### config.mk
export PLATFORM = sky130hd
export DESIGN_NAME = id_ex_stage
export DESIGN_NICKNAME = d
export VERILOG_FILES = /design/src/rtl/id_ex_stage.sv
export SDC_FILE = /design/constraint.sdc
export NUM_CORES = 1
export LEC_CHECK = 0
export ABC_AREA = 1
export ABC_CLOCK_PERIOD_IN_PS = 800
export BUFFER_PORTS_ARGS = -buffer_cell sky130_fd_sc_hd__buf_2
export CAP_MARGIN = 5
export CORE_AREA = 2 2 128 130
export DETAILED_ROUTE_END_ITERATION = 8
export DIE_AREA = 0 0 130 132
export GPL_ROUTABILITY_DRIVEN = 0
export PLACE_DENSITY = 0.72
export SLEW_MARGIN = 20
export SYNTH_ARGS = -nofsm -noshare
export SYNTH_HDL_FRONTEND = slang
export SYNTH_SLANG_ARGS = --single-unit
### constraint.sdc
create_clock -name clk -period 0.8 [get_ports clk]
set_input_delay 0.04 -clock clk [delete_from_list [all_inputs] [get_ports clk]]
set_output_delay 0.04 -clock clk [all_outputs]
set_load 0.03 [all_outputs]
### src/rtl/id_ex_stage.sv
// ID/EX pipeline register with stall/flush and an optional load-use bubble inserter.
// Optional feature macro: ID_EX_HAZARD_EN (load-use detection, hazard_stall, bubble_cnt).
module id_ex_stage #(
    parameter int unsigned DATA_W     = 32,
    parameter int unsigned REG_ADDR_W = 5,
    parameter int unsigned CTRL_W     = 8,
    parameter int unsigned CNT_W      = 16
) (
    input  logic                  clk,
    input  logic                  rst_n,
    input  logic                  in_valid,
    input  logic [DATA_W-1:0]     in_pc,
    input  logic [DATA_W-1:0]     in_a,
    input  logic [DATA_W-1:0]     in_b,
    input  logic [REG_ADDR_W-1:0] in_rs,
    input  logic [REG_ADDR_W-1:0] in_rt,
    input  logic [REG_ADDR_W-1:0] in_rd,
    input  logic [DATA_W-1:0]     in_imm,
    input  logic [CTRL_W-1:0]     in_ctrl,
    input  logic                  in_mem_read,
    input  logic                  stall,
    input  logic                  flush,
    output logic                  out_valid,
    output logic [DATA_W-1:0]     out_pc,
    output logic [DATA_W-1:0]     out_a,
    output logic [DATA_W-1:0]     out_b,
    output logic [DATA_W-1:0]     out_imm,
    output logic [REG_ADDR_W-1:0] out_rs,
    output logic [REG_ADDR_W-1:0] out_rt,
    output logic [REG_ADDR_W-1:0] out_rd,
    output logic [CTRL_W-1:0]     out_ctrl,
    output logic                  out_mem_read,
    output logic                  hazard_stall,
    output logic [CNT_W-1:0]      bubble_cnt
);

    logic load_use;

`ifdef ID_EX_HAZARD_EN
    // r0 is hardwired zero, so a load targeting it can never feed a consumer.
    always_comb begin
        load_use = out_valid & out_mem_read & (out_rd != '0) & in_valid
                   & ((out_rd == in_rs) | (out_rd == in_rt));
        hazard_stall = load_use & ~flush;
    end

    always_ff @(posedge clk or negedge rst_n) begin
        if (!rst_n) begin
            bubble_cnt <= '0;
        end else if (!flush && !stall && load_use && (bubble_cnt != '1)) begin
            bubble_cnt <= bubble_cnt + 1'b1;
        end
    end
`else
    always_comb begin
        load_use     = 1'b0;
        hazard_stall = 1'b0;
        bubble_cnt   = '0;
    end
`endif

    always_ff @(posedge clk or negedge rst_n) begin
        if (!rst_n) begin
            out_valid    <= 1'b0;
            out_pc       <= '0;
            out_a        <= '0;
            out_b        <= '0;
            out_imm      <= '0;
            out_rs       <= '0;
            out_rt       <= '0;
            out_rd       <= '0;
            out_ctrl     <= '0;
            out_mem_read <= 1'b0;
        end else if (flush) begin
            out_valid    <= 1'b0;
            out_pc       <= '0;
            out_a        <= '0;
            out_b        <= '0;
            out_imm      <= '0;
            out_rs       <= '0;
            out_rt       <= '0;
            out_rd       <= '0;
            out_ctrl     <= '0;
            out_mem_read <= 1'b0;
        end else if (stall) begin
            out_valid    <= out_valid;
        end else if (load_use) begin
            // Bubble: kill the slot but keep the data fields as they were.
            out_valid    <= 1'b0;
            out_ctrl     <= '0;
            out_mem_read <= 1'b0;
        end else begin
            out_valid    <= in_valid;
            out_pc       <= in_pc;
            out_a        <= in_a;
            out_b        <= in_b;
            out_imm      <= in_imm;
            out_rs       <= in_rs;
            out_rt       <= in_rt;
            out_rd       <= in_rd;
            out_ctrl     <= in_valid ? in_ctrl : '0;
            out_mem_read <= in_valid & in_mem_read;
        end
    end

endmodule
### After elaboration in Yosys (flattened, before gate mapping)

Index checks and enable logic that the tools add are counted.

| operators by class | value |
|---|---|
| bitwise logic cells | 1 |
| mux-type cells | 21 |
| equality and inequality tests | 1 |

Operator list:

| kind | count |
|---|---|
| $mux W32 | 8 |
| $mux W5 | 6 |
| $mux W8 | 3 |
| $mux W1 | 4 |
| $ne A2 B1 Y1 const B | 1 |
| $and A1 B1 Y1 | 1 |

| word-level totals | value |
|---|---|
| register bits after elaboration | 153 |
| logic and storage cells | 33 |
| output and inout port bits | 170 |
| input bits | 157 |

### Logic depth before layout (Yosys ltp)

Gate-level depths: netlist of the first run.

| logic depth | value |
|---|---|
| depth in word-level cells | 3 |
| depth in mapped cells | 6 |
| depth with buffers taken out | 4 |

### Least setup slack after synthesis of the first run

Ideal clock, no wire load.

| timing | value |
|---|---|
| path kind | register to register |
| start point | register out_ctrl[4] (netlist name) |
| end point | register out_ctrl[4] |
| path buffers | 0 |
| setup time | 0.118 ns |
| setup slack | 0.066 ns |
| period minus slack after synthesis | 0.734 ns |
| cell stages (with the launch flop) | 3 |
| arrival time | 0.616 ns |
| required time | 0.682 ns |
| cell sequence | dfrtp_1 -> nand2_1 -> nand2_1 |

RTL lines:

| element | RTL line | RTL |
|---|---|---|
| to (signal assigned) | 101 | `out_ctrl <= in_valid ? in_ctrl : '0;` |
| to (decl) | 31 | `output logic [CTRL_W-1:0] out_ctrl,` |

### Final worst setup path of the first run

| timing | value |
|---|---|
| start point | register out_a[28] |
| end point | output out_a[28] |

RTL lines:

| element | RTL line | RTL |
|---|---|---|
| from (decl) | 25 | `output logic [DATA_W-1:0] out_a,` |
| from (signal assigned) | 95 | `out_a <= in_a;` |

No word-level cell between the ends.

==> metrics.cfg, run 1 <==
[pwr]
peakVddDrop_uv = 1320
power.density_nw_per_um2 = 1800
p_leak_nw = 6.62

[global_routing]
grt_max_degree = 47
grt_pass1_vias = 7335
overflow = 0
grt_pass1_wl_um = 37800
antenna_found_initial = 0
grt_util_all_layers_pct = 28.4

[routing]
drc = 0
dr.first_iter.drc_count = 596
wl_um = 27600
vias_per_cell = 4.79
wire_per_inst_um = 18.7
first_pass_iters = 5
drtAntennaViolNets = 0
route.vias.total = 7074

[finish]
drive_gt1_share_pct = 39.6
fin_util_pct = 75.5
nets = 1406
area_growth_pct = 102
diodes = 0
fill_cells = 852

[synthesis]
synthSimpleGateAreaFrac_pct = 29.9
synth_most_common_cell = nand2_1
netlist_instances = 666
postSynth.asyncResetShare_pct = 100
synthMuxAreaShare_pct = 0
synth_top_area_share_pct = 65.3
yosys-top-cells-count = nand2_1 (450), dfrtp_1 (153), buf_4 (18)
yosysWarningCount = 0
synth_edf_count = 0
synth_top_family_by_area = simple AND/OR/NAND/NOR gates
synth_area_leaders = dfrtp_1 (65%), nand2_1 (29%), buf_4 (2.3%), buf_2 (1.3%), clkbuf_1 (0.96%)
synth_xor_xnor_area_share_pct = 0
synth_fa_ha_area_share_pct = 0
synth_area_um2 = 5870
synth_compound_area_share_pct = 0
yosys.cell_types.count = 10
syn_avg_cell_area_um2 = 8.81
synth_flop_cell = dfrtp_1
synth_seq_cells = 153
ys_seq_area_share_pct = 65.3
synth_area_leader_cell = dfrtp_1

[worst_setup_path]
crit_required_ps = 760
reg2reg_to = out_b[22]
rr_worst_depth = 4
cp_max_fo = 2
crit_chain = buf_6
cp_num_buf_inv = 1
critPathLaunch = out_a[28]
critPathSlowestCell = dfrtp_1
cp_top_family = flip-flops
critical_path_class = flip-flop to primary output
crit-reg2reg-launch = out_b[22]
arrival_ps = 1080
end_kind = primary output
cp_num_cells = 1
critical-path-max-stage-delay_ps = 490
r2r_slack_ps = -110
endpoint = out_a[28]
setup.worst_path.start_class = flip-flop

[floorplan]
die_h_um = 132
io_pins = 327
core-area_um2 = 15700
core.rowCount = 46
fp.dieW_um = 130
die-area_um2 = 17200
initial_core_util_pct = 37.3

[placement]
dpl.hpwl_um = 12500
io_buffers = 309

[clock_network]
cts_sinks = 153
cts_made_buffers = 17
cts-root-buf = clkbuf_16
cts_buffer_depth = 2
insertion_delay_ps = 420
cts_tree = built
path_clk_slew_ps = 60
cts_max_level = 4

[timing]
period_share_pct = 140
fin_skew_ps = 0
finalSetupViolations = 171
rsz0062_at_grt = yes
min_period_ps = 1120
final_max_slew_viol_count = 0
max_freq_mhz = 892
postLayoutSetupSlackWorst_ps = -321
hold_viol_final = 0
tns_ps = -32960

[run_status]
failed_checks = negative setup slack
outcome = complete, but fails checks

[min_path]
worstHoldPathType = input port to asynchronous set/reset pin

[job]
drv_cap = 0

## per-layer routing
layer  wire length [um]  vias up  track usage, %  share of wire, %
li1                   -     3136               -                 -
met1               9680     3358            32.1                35
met2              13900      470            48.9                50
met3               2590      110            7.26               9.4
met4               1420        0            15.2               5.1
met5                  0        -               0                 0
## logic make-up after synthesis
| family | count (synthesis) |
|---|---|
| simple gates | 461 |
| other cells | 1 |
| flops | 153 |
| buf+inv | 51 |
## stage by stage
step           area [um2]  hold WS (ps)  setup WS (ps)  instances  total power (W)
2_1_floorplan        5930          -256           66.4        682           0.0101
3_3_place_gp         8030         -89.7          -72.2       1203           0.0115
3_5_place_dp         8030         -90.4          -83.3       1203           0.0115
4_1_cts             11400          28.6           -277       1425           0.0208
5_1_grt             11900          46.3           -378       1478           0.0221
6_report            11900          51.1           -321       1478           0.0214
## cell usage in the layout (no fill, tap or decap)
cell type / netlist / layout
buf_12: 0 / 17
buf_2: 15 / 155
buf_4: 18 / 112
buf_6: 0 / 160
bufinv_16: 0 / 1
clkbuf_16: 0 / 17
clkbuf_8: 0 / 4
clkinv_2: 0 / 1
clkinv_4: 0 / 2
clkinvlp_4: 0 / 3
conb_1: 1 / 17
dfrtp_1: 153 / 153
dlygate4sd3_1: 0 / 154
inv_2: 1 / 1
inv_6: 0 / 4
nand2_1: 450 / 429
nand2_2: 0 / 21
nand3_1: 9 / 9
nor2_4: 2 / 2
## power by group
group          internal, W  switching [W]  total, W  leakage (nW)
combinational      0.00229        0.00243   0.00472          4.30
clock              0.00466        0.00344   0.00810         0.283
sequential         0.00816       0.000383   0.00854          2.04
## state kept, by name, summed over array words and instances, names as in the netlist
name          count
out_a            32
out_b            32
out_imm          32
out_pc           32
out_ctrl          8
out_rd            5
out_rs            5
out_rt            5
out_mem_read      1
out_valid         1
## cell type report
| class | instances | area [um2] | share of cell area [%] |
|---|---|---|---|
| Clock inverter | 11 | 110 | 0.928 |
| Timing Repair Buffer | 598 | 5300 | 44.7 |
| Clock buffer | 21 | 480 | 4.05 |
| Sequential cell | 153 | 3830 | 32.3 |
| Multi-Input combinational cell | 478 | 1870 | 15.8 |
| Inverter | 1 | 3.75 | 0.0316 |
| Tap cell | 216 | 270 | 2.28 |
## how the worst min path moves through the flow
stage                              to  cells after the start
after floorplan              out_a[0]                      0
after global placement    out_imm[22]                      1
after detailed placement  out_imm[22]                      1
after CTS                 out_imm[22]                      2
after global routing      out_imm[23]                      2
final                       out_b[31]                      2
## what timing repair did
| item | in CTS | in global routing |
|---|---|---|
| hold endpoints to repair | 306 | 0 |
| hold buffers | 154 | 0 |
| gates cloned | 0 | 0 |
| buffers inserted | 36 | 56 |
| pin swaps | 0 | 11 |
| resized for setup | 306 | 27 |
| setup endpoints to repair | 153 | 164 |
Power figures use the tool's default switching activity.
==> inputs of run 2 (changes only) <==
--- a/config.mk
+++ b/config.mk
@@ -5,15 +5,15 @@
 export SDC_FILE = /design/constraint.sdc
 export NUM_CORES = 1
 export LEC_CHECK = 0
-export ABC_AREA = 1
 export ABC_CLOCK_PERIOD_IN_PS = 800
 export BUFFER_PORTS_ARGS = -buffer_cell sky130_fd_sc_hd__buf_2
 export CAP_MARGIN = 5
-export CORE_AREA = 2 2 128 130
+export CORE_MARGIN = 2
+export CORE_UTILIZATION = 40
 export DETAILED_ROUTE_END_ITERATION = 8
-export DIE_AREA = 0 0 130 132
 export GPL_ROUTABILITY_DRIVEN = 0
-export PLACE_DENSITY = 0.72
+export PLACE_DENSITY = 0.75
+export REMOVE_ABC_BUFFERS = 1
 export SLEW_MARGIN = 20
 export SYNTH_ARGS = -nofsm -noshare
 export SYNTH_HDL_FRONTEND = slang
==> run 2 against run 1 <==
Compared with the run above:
- the flow still finishes with violations (negative setup slack)
- count of clock-buffer cells in the layout fell by 1
- non-clock buffer count fell by 19
- via count fell by 12%
- largest cell class unchanged
==> metrics.cfg, run 2 <==
[synthesis]
synth_seq_cells = 153  ; unchanged
synth_edf_count = 0  ; unchanged
yosys-top-cells-count = dfrtp_1 (153), mux2i_1 (144), nor2_1 (144)
yosysWarningCount = 0  ; unchanged
synth_flop_cell = dfrtp_1
ys_seq_area_share_pct = 60.0  ; -5.2 points
synth_most_common_cell = dfrtp_1
synth_area_leaders = dfrtp_1 (60%), mux2i_1 (23%), nor2_1 (8.5%), buf_8 (3.3%), buf_4 (2.4%)
syn_avg_cell_area_um2 = 12.6  ; +43%
netlist_instances = 508  ; -24%
synth_area_um2 = 6380  ; +8.7%
postSynth.asyncResetShare_pct = 100  ; unchanged
yosys.cell_types.count = 16  ; +6
synth_area_leader_cell = dfrtp_1
synth_top_area_share_pct = 60.0  ; -5.2 points

[floorplan]
io_pins = 327  ; unchanged
initial_core_util_pct = 40.6  ; +3.3 points
core-area_um2 = 15700  ; unchanged
fp.dieW_um = 130  ; +0.22%
die-area_um2 = 17000  ; -1.1%
core.rowCount = 46  ; unchanged
die_h_um = 130  ; -1.3%

[worst_setup_path]
crit_chain = buf_6
end_kind = primary output
critical_path_class = flip-flop to primary output
cp_num_buf_inv = 1  ; unchanged
critPathLaunch = out_a[1]
cp_top_family = flip-flops
cp_num_cells = 1  ; unchanged
critPathSlowestCell = dfrtp_1
critical-path-max-stage-delay_ps = 440  ; -50 ps
rr_worst_depth = 3  ; -1
crit-reg2reg-launch = out_imm[23]
arrival_ps = 1020  ; -60 ps
cp_max_fo = 2  ; unchanged
setup.worst_path.start_class = flip-flop
crit_required_ps = 760  ; about the same

[timing]
hold_viol_final = 0  ; unchanged
max_freq_mhz = 944  ; +5.9%
maxSlewHeadroom_pct = 59.6
finalSetupViolations = 246  ; +44%
worstMarginPinSlew_ps = 605
rsz0062_at_grt = yes
postLayoutSetupSlackWorst_ps = -259  ; +62.0 ps
tns_ps = -34840  ; -1880 ps
period_share_pct = 132  ; -7.8 points
min_period_ps = 1060  ; -62.0 ps
final_max_slew_viol_count = 0  ; unchanged
fin_skew_ps = 0  ; unchanged

[placement]
dpl.hpwl_um = 11700  ; -6.4%
io_buffers = 309  ; unchanged
placed_cells = 1025  ; -15%

[global_routing]
grt_pass1_wl_um = 34700  ; -8.2%
grt_pass1_vias = 6687  ; -8.8%
antenna_found_initial = 3  ; +3
grt_util_all_layers_pct = 27.0  ; -1.4 points
overflow = 0  ; unchanged
grt_max_degree = 79  ; +68%

[routing]
route.vias.total = 6246  ; -12%
drc = 0  ; unchanged
dr.first_iter.drc_count = 192  ; -68%
vias_per_cell = 4.80  ; +0.38%
wl_um = 24800  ; -10%
drtAntennaViolNets = 0  ; unchanged
first_pass_iters = 4  ; -1
wire_per_inst_um = 19.1  ; +2.0%

[run_status]
failed_checks = negative setup slack
outcome = complete, but fails checks

[finish]
final_cell_mix = buf_6 (187), dlygate4sd3_1 (155), buf_2 (153), dfrtp_1 (153), nor2_1 (142)
area_growth_pct = 90.4
final_common_cell = buf_6
nets = 1227  ; -13%
drive_gt1_share_pct = 43.7  ; +4.0 points
layoutNonFillerInstCount = 1300  ; -12%

[clock_network]
cts_tree = built
cts_sinks = 153  ; unchanged
cts_buffer_depth = 2  ; unchanged
path_clk_slew_ps = 70  ; about the same
cts_max_level = 4  ; unchanged
cts-root-buf = clkbuf_16
insertion_delay_ps = 410  ; about the same
cts_made_buffers = 17  ; unchanged

[pwr]
power.density_nw_per_um2 = 1830  ; +1.6%
p_switching_w = 0.00608  ; -2.8%
pwr-share-comb_pct = 22.6  ; +0.5 points
p_leak_nw = 6.37  ; -3.8%
p_clk_share_pct = 39.0  ; +1.1 points
p_int_w = 0.0162  ; +6.9%
p_seq_share_pct = 38.4  ; -1.6 points
peakVddDrop_uv = 1390  ; +4.9%
total_power_w = 0.0222  ; +4.0%
swShare_pct = 27.3  ; -1.9 points

[job]
drv_cap = 0  ; unchanged

[min_path]
worstHoldPathType = input port to asynchronous set/reset pin

==> run 2: changes by cell type in the layout (fill, tap and decap cells not counted), sizes merged, moves of 3 or more <==
cell / change
bufinv: +3
diode: +3
nor2: +142
mux2i: +144
nand2: -449
buf: -21
a32o: +8
nand3: -9
==> run 2: final cells by class <==
type                       instances  area [um2]
multi-input combinational        318        2250
clock buffer                      20         467
fill                             857        3560
inverter                           1        3.75
clock inverter                    10         166
timing repair buffer             579        5160
sequential                       153        3830
antenna                            3        7.51
tap                              216         270
==> run 2: timing repair <==
| item | in CTS | in global routing |
|---|---|---|
| hold buffers | 155 | 0 |
| pin swaps | 6 | 27 |
| hold endpoints to repair | 306 | 0 |
| resized for setup | 306 | 54 |
| setup buffers | 36 | 59 |
| endpoints found under the setup margin | 153 | 209 |
==> run 2: path summary, 6_finish.rpt <==
kind | endpoint | slack [ps]
hold / removal | out_imm[28] | 60
setup / recovery | out_a[1] | -260
max in group asynchronous | out_pc[13] | 260
hold reg to reg | out_mem_read | 550
min in group clk | out_b[7] | 60
setup reg to reg | out_imm[23] | -170
==> run 2: power groups by stage <==
stage,combinational [W],sequential [W],clock [W]
3_3_place_gp,0.00316,0.00851,0
2_1_floorplan,0.000752,0.00939,0
5_1_grt,0.00527,0.00857,0.00919
6_report,0.00501,0.00855,0.00867
3_5_place_dp,0.00322,0.00852,0
4_1_cts,0.00446,0.00849,0.00879
==> run 2: stage by stage <==
stage	util [%]	instance area (um2)	setup slack [ps]	hold slack, ps
3_3_place_gp	51.8	8130	-158	-86.9
3_5_place_dp	51.8	8130	-191	-80.1
6_report	77.3	12100	-259	60.8
2_1_floorplan	-	5990	-32.0	-256
5_1_grt	77.3	12100	-287	47.2
4_1_cts	73.5	11500	-272	39.5
==> run 2: kinds of logic (layout without fill, tap and decap cells) <==
kind of cell,count (synthesis),count (layout),share of synthesized area (%)
AND/OR/NAND/NOR,148,148,8.84
buffers and inverters,53,610,7.16
other,1,20,0.0588
flip-flops,153,153,60.0
multiplexers,144,144,22.6
AO/OA/AOI/OAI,9,9,1.33
==> run 2: routing by layer <==
layer	up-vias	share of wire (%)	routed length (um)	GRT usage, %
met4	0	5.6	1390	16.3
met1	3033	33	8270	27.4
met2	325	55	13600	49.6
met5	-	0	0	0
li1	2780	-	-	-
met3	108	6.1	1510	6.97
==> inputs of run 3 (changes only) <==
--- a/config.mk
+++ b/config.mk
@@ -5,14 +5,13 @@
 export SDC_FILE = /design/constraint.sdc
 export NUM_CORES = 1
 export LEC_CHECK = 0
-export ABC_CLOCK_PERIOD_IN_PS = 800
+export ABC_CLOCK_PERIOD_IN_PS = 1300
 export BUFFER_PORTS_ARGS = -buffer_cell sky130_fd_sc_hd__buf_2
 export CAP_MARGIN = 5
-export CORE_MARGIN = 2
 export CORE_UTILIZATION = 40
 export DETAILED_ROUTE_END_ITERATION = 8
 export GPL_ROUTABILITY_DRIVEN = 0
-export PLACE_DENSITY = 0.75
+export PLACE_DENSITY = 0.72
 export REMOVE_ABC_BUFFERS = 1
 export SLEW_MARGIN = 20
 export SYNTH_ARGS = -nofsm -noshare
==> constraint.sdc (replaced) <==
create_clock -name clk -period 1.3 [get_ports clk]
set_input_delay 0.065 -clock clk [delete_from_list [all_inputs] [get_ports clk]]
set_output_delay 0.065 -clock clk [all_outputs]
set_load 0.03 [all_outputs]
==> run 3 against run 2 <==
Compared with the run above:
- the run now ends clean
- non-clock buffer count decreased by 100
- routed wire length decreased by 26%
- sequential power decreased by 40%
- largest cell class is now sequential cells
- highest routed layer unchanged
==> metrics.cfg, run 3 (synthesis gave the netlist of run 2 again) <==
[run_status]
outcome = completed

[timing]
worstMarginPinSlew_ps = 581  ; -23.9 ps
postLayoutSetupSlackWorst_ps = 167  ; +427 ps
final_max_slew_viol_count = 0  ; unchanged
tns_ps = 0  ; +34840 ps
hold_viol_final = 0  ; unchanged
max_freq_mhz = 883
finalSetupViolations = 0  ; -100%
min_period_ps = 1130
holdWs_ps = 71.3  ; +10.6 ps
period_share_pct = 87.1
rsz0062_at_grt = no
fin_skew_ps = 0  ; unchanged
maxSlewHeadroom_pct = 61.2  ; +1.6 points

[finish]
register_area_um2 = 3830  ; unchanged
area_growth_pct = 59.7
drive_gt1_share_pct = 35.9  ; -7.7 points
final_cell_mix = buf_2 (306), dlygate4sd3_1 (155), dfrtp_1 (153)
nets = 1127  ; -8.1%
multi_input_area_um2 = 2150  ; -4.1%
fill_cells = 1148  ; +34%
final_common_cell = buf_2

[global_routing]
antenna_found_initial = 0  ; -3
grt_pass1_wl_um = 28200  ; -19%
grt_util_all_layers_pct = 22.2  ; -4.8 points
grt_max_degree = 72  ; -8.9%
overflow = 0  ; unchanged
grt_pass1_vias = 5840  ; -13%

[routing]
first_pass_iters = 5  ; +1
wire_per_inst_um = 15.3  ; -20%
drc = 0  ; unchanged
drtAntennaViolNets = 0  ; unchanged
route.vias.total = 5497  ; -12%
vias_per_cell = 4.60  ; -4.2%
wl_um = 18200  ; -26%
dr.first_iter.drc_count = 182  ; -5.2%

[job]
drv_cap = 0  ; unchanged

[worst_setup_path]
cp_max_fo = 3  ; +1
crit-reg2reg-launch = out_b[24]
setup.worst_path.start_class = input port
critical_path_class = input port to flip-flop
r2r_slack_ps = 520  ; +690 ps
rr_worst_depth = 2  ; -1
end_kind = flip-flop
crit_required_ps = 1640  ; +880 ps
arrival_ps = 1470  ; +450 ps
reg2reg_to = out_b[24]

[pwr]
p_leak_nw = 5.67  ; -11%
peakVddDrop_uv = 888  ; -36%
power.density_nw_per_um2 = 1240  ; -32%

[placement]
io_buffers = 309  ; unchanged
dp_slack_ps = 230  ; +421 ps
dpl.hpwl_um = 10700  ; -8.1%

[floorplan]
die_h_um = 128  ; -1.5%
io_pins = 327  ; unchanged
fp.dieW_um = 128  ; -1.5%
core-area_um2 = 15400  ; -2.2%
die-area_um2 = 16500  ; -3.0%
initial_core_util_pct = 41.5  ; +0.90 points
core.rowCount = 45  ; -2.2%

[min_path]
whs_path_depth = 3
hp-start = stall
holdPathEnd = out_a[13]
worstHoldPathType = input port to flip-flop

[clock_network]
cts-root-buf = clkbuf_16
cts_made_buffers = 17  ; unchanged
insertion_delay_ps = 410  ; about the same
cts_buffer_depth = 2  ; unchanged
cts_sinks = 153  ; unchanged
cts_tree = built
path_clk_slew_ps = 60  ; about the same
cts_resized = 0  ; -100%
cts_max_level = 4  ; unchanged

[run 3: final cells by class]
type	instances	share of cell area, %
Inverter	1	0.0369
Multi-Input combinational cell	318	21.2
Antenna cell	1	0.0246
Clock inverter	11	1.70
Tap cell	211	2.59
Timing Repair Buffer	479	32.5
Clock buffer	20	4.39
Sequential cell	153	37.6
[run 3: power breakdown]
part / internal (W) / switching (W) / leakage (nW)
Combinational: 0.000979 / 0.00134 / 3.34
Clock: 0.00325 / 0.00192 / 0.288
Sequential: 0.00503 / 0.000142 / 2.03
[run 3: timing repair]
| action | CTS | global route |
|---|---|---|
| hold buffers | 155 | 0 |
| setup buffers | 0 | 0 |
| endpoints found under the setup margin | 0 | 0 |
| endpoints found under the hold margin | 306 | 0 |
[run 3: worst max-delay path by stage]
stage                            from      endpoint  cells after the start
after floorplan           out_ctrl[0]   out_ctrl[0]                      1
after global placement          stall  out_mem_read                      3
after detailed placement        stall   out_ctrl[3]                      3
after CTS                    in_valid   out_ctrl[4]                      5
after global routing         in_valid   out_ctrl[4]                      5
final                        in_valid   out_ctrl[4]                      5
[run 3: through the flow]
stage	power [W]	cells	area, um2	util, %
2_1_floorplan	0.00624	472	5990	-
4_1_cts	0.0127	1193	10200	66.3
3_5_place_dp	0.00717	1007	8010	52.1
6_report	0.0127	1194	10200	66.3
5_1_grt	0.0132	1193	10200	66.3
3_3_place_gp	0.00715	1007	8010	52.1
[run 3: critical path: stages]
cell and delay [ps]:
dlygate4sd3_1 510, buf_2 120, nand3b_1 60, dlygate4sd3_1 550, a21oi_1 150
[run 3: layer usage]
metal	vias up	share of wire (%)	track usage (%)
li1	2586	-	-
met5	-	0	0
met3	50	6.5	6.55
met4	0	3.2	10.5
met1	2617	39	23.4
met2	244	52	40.4
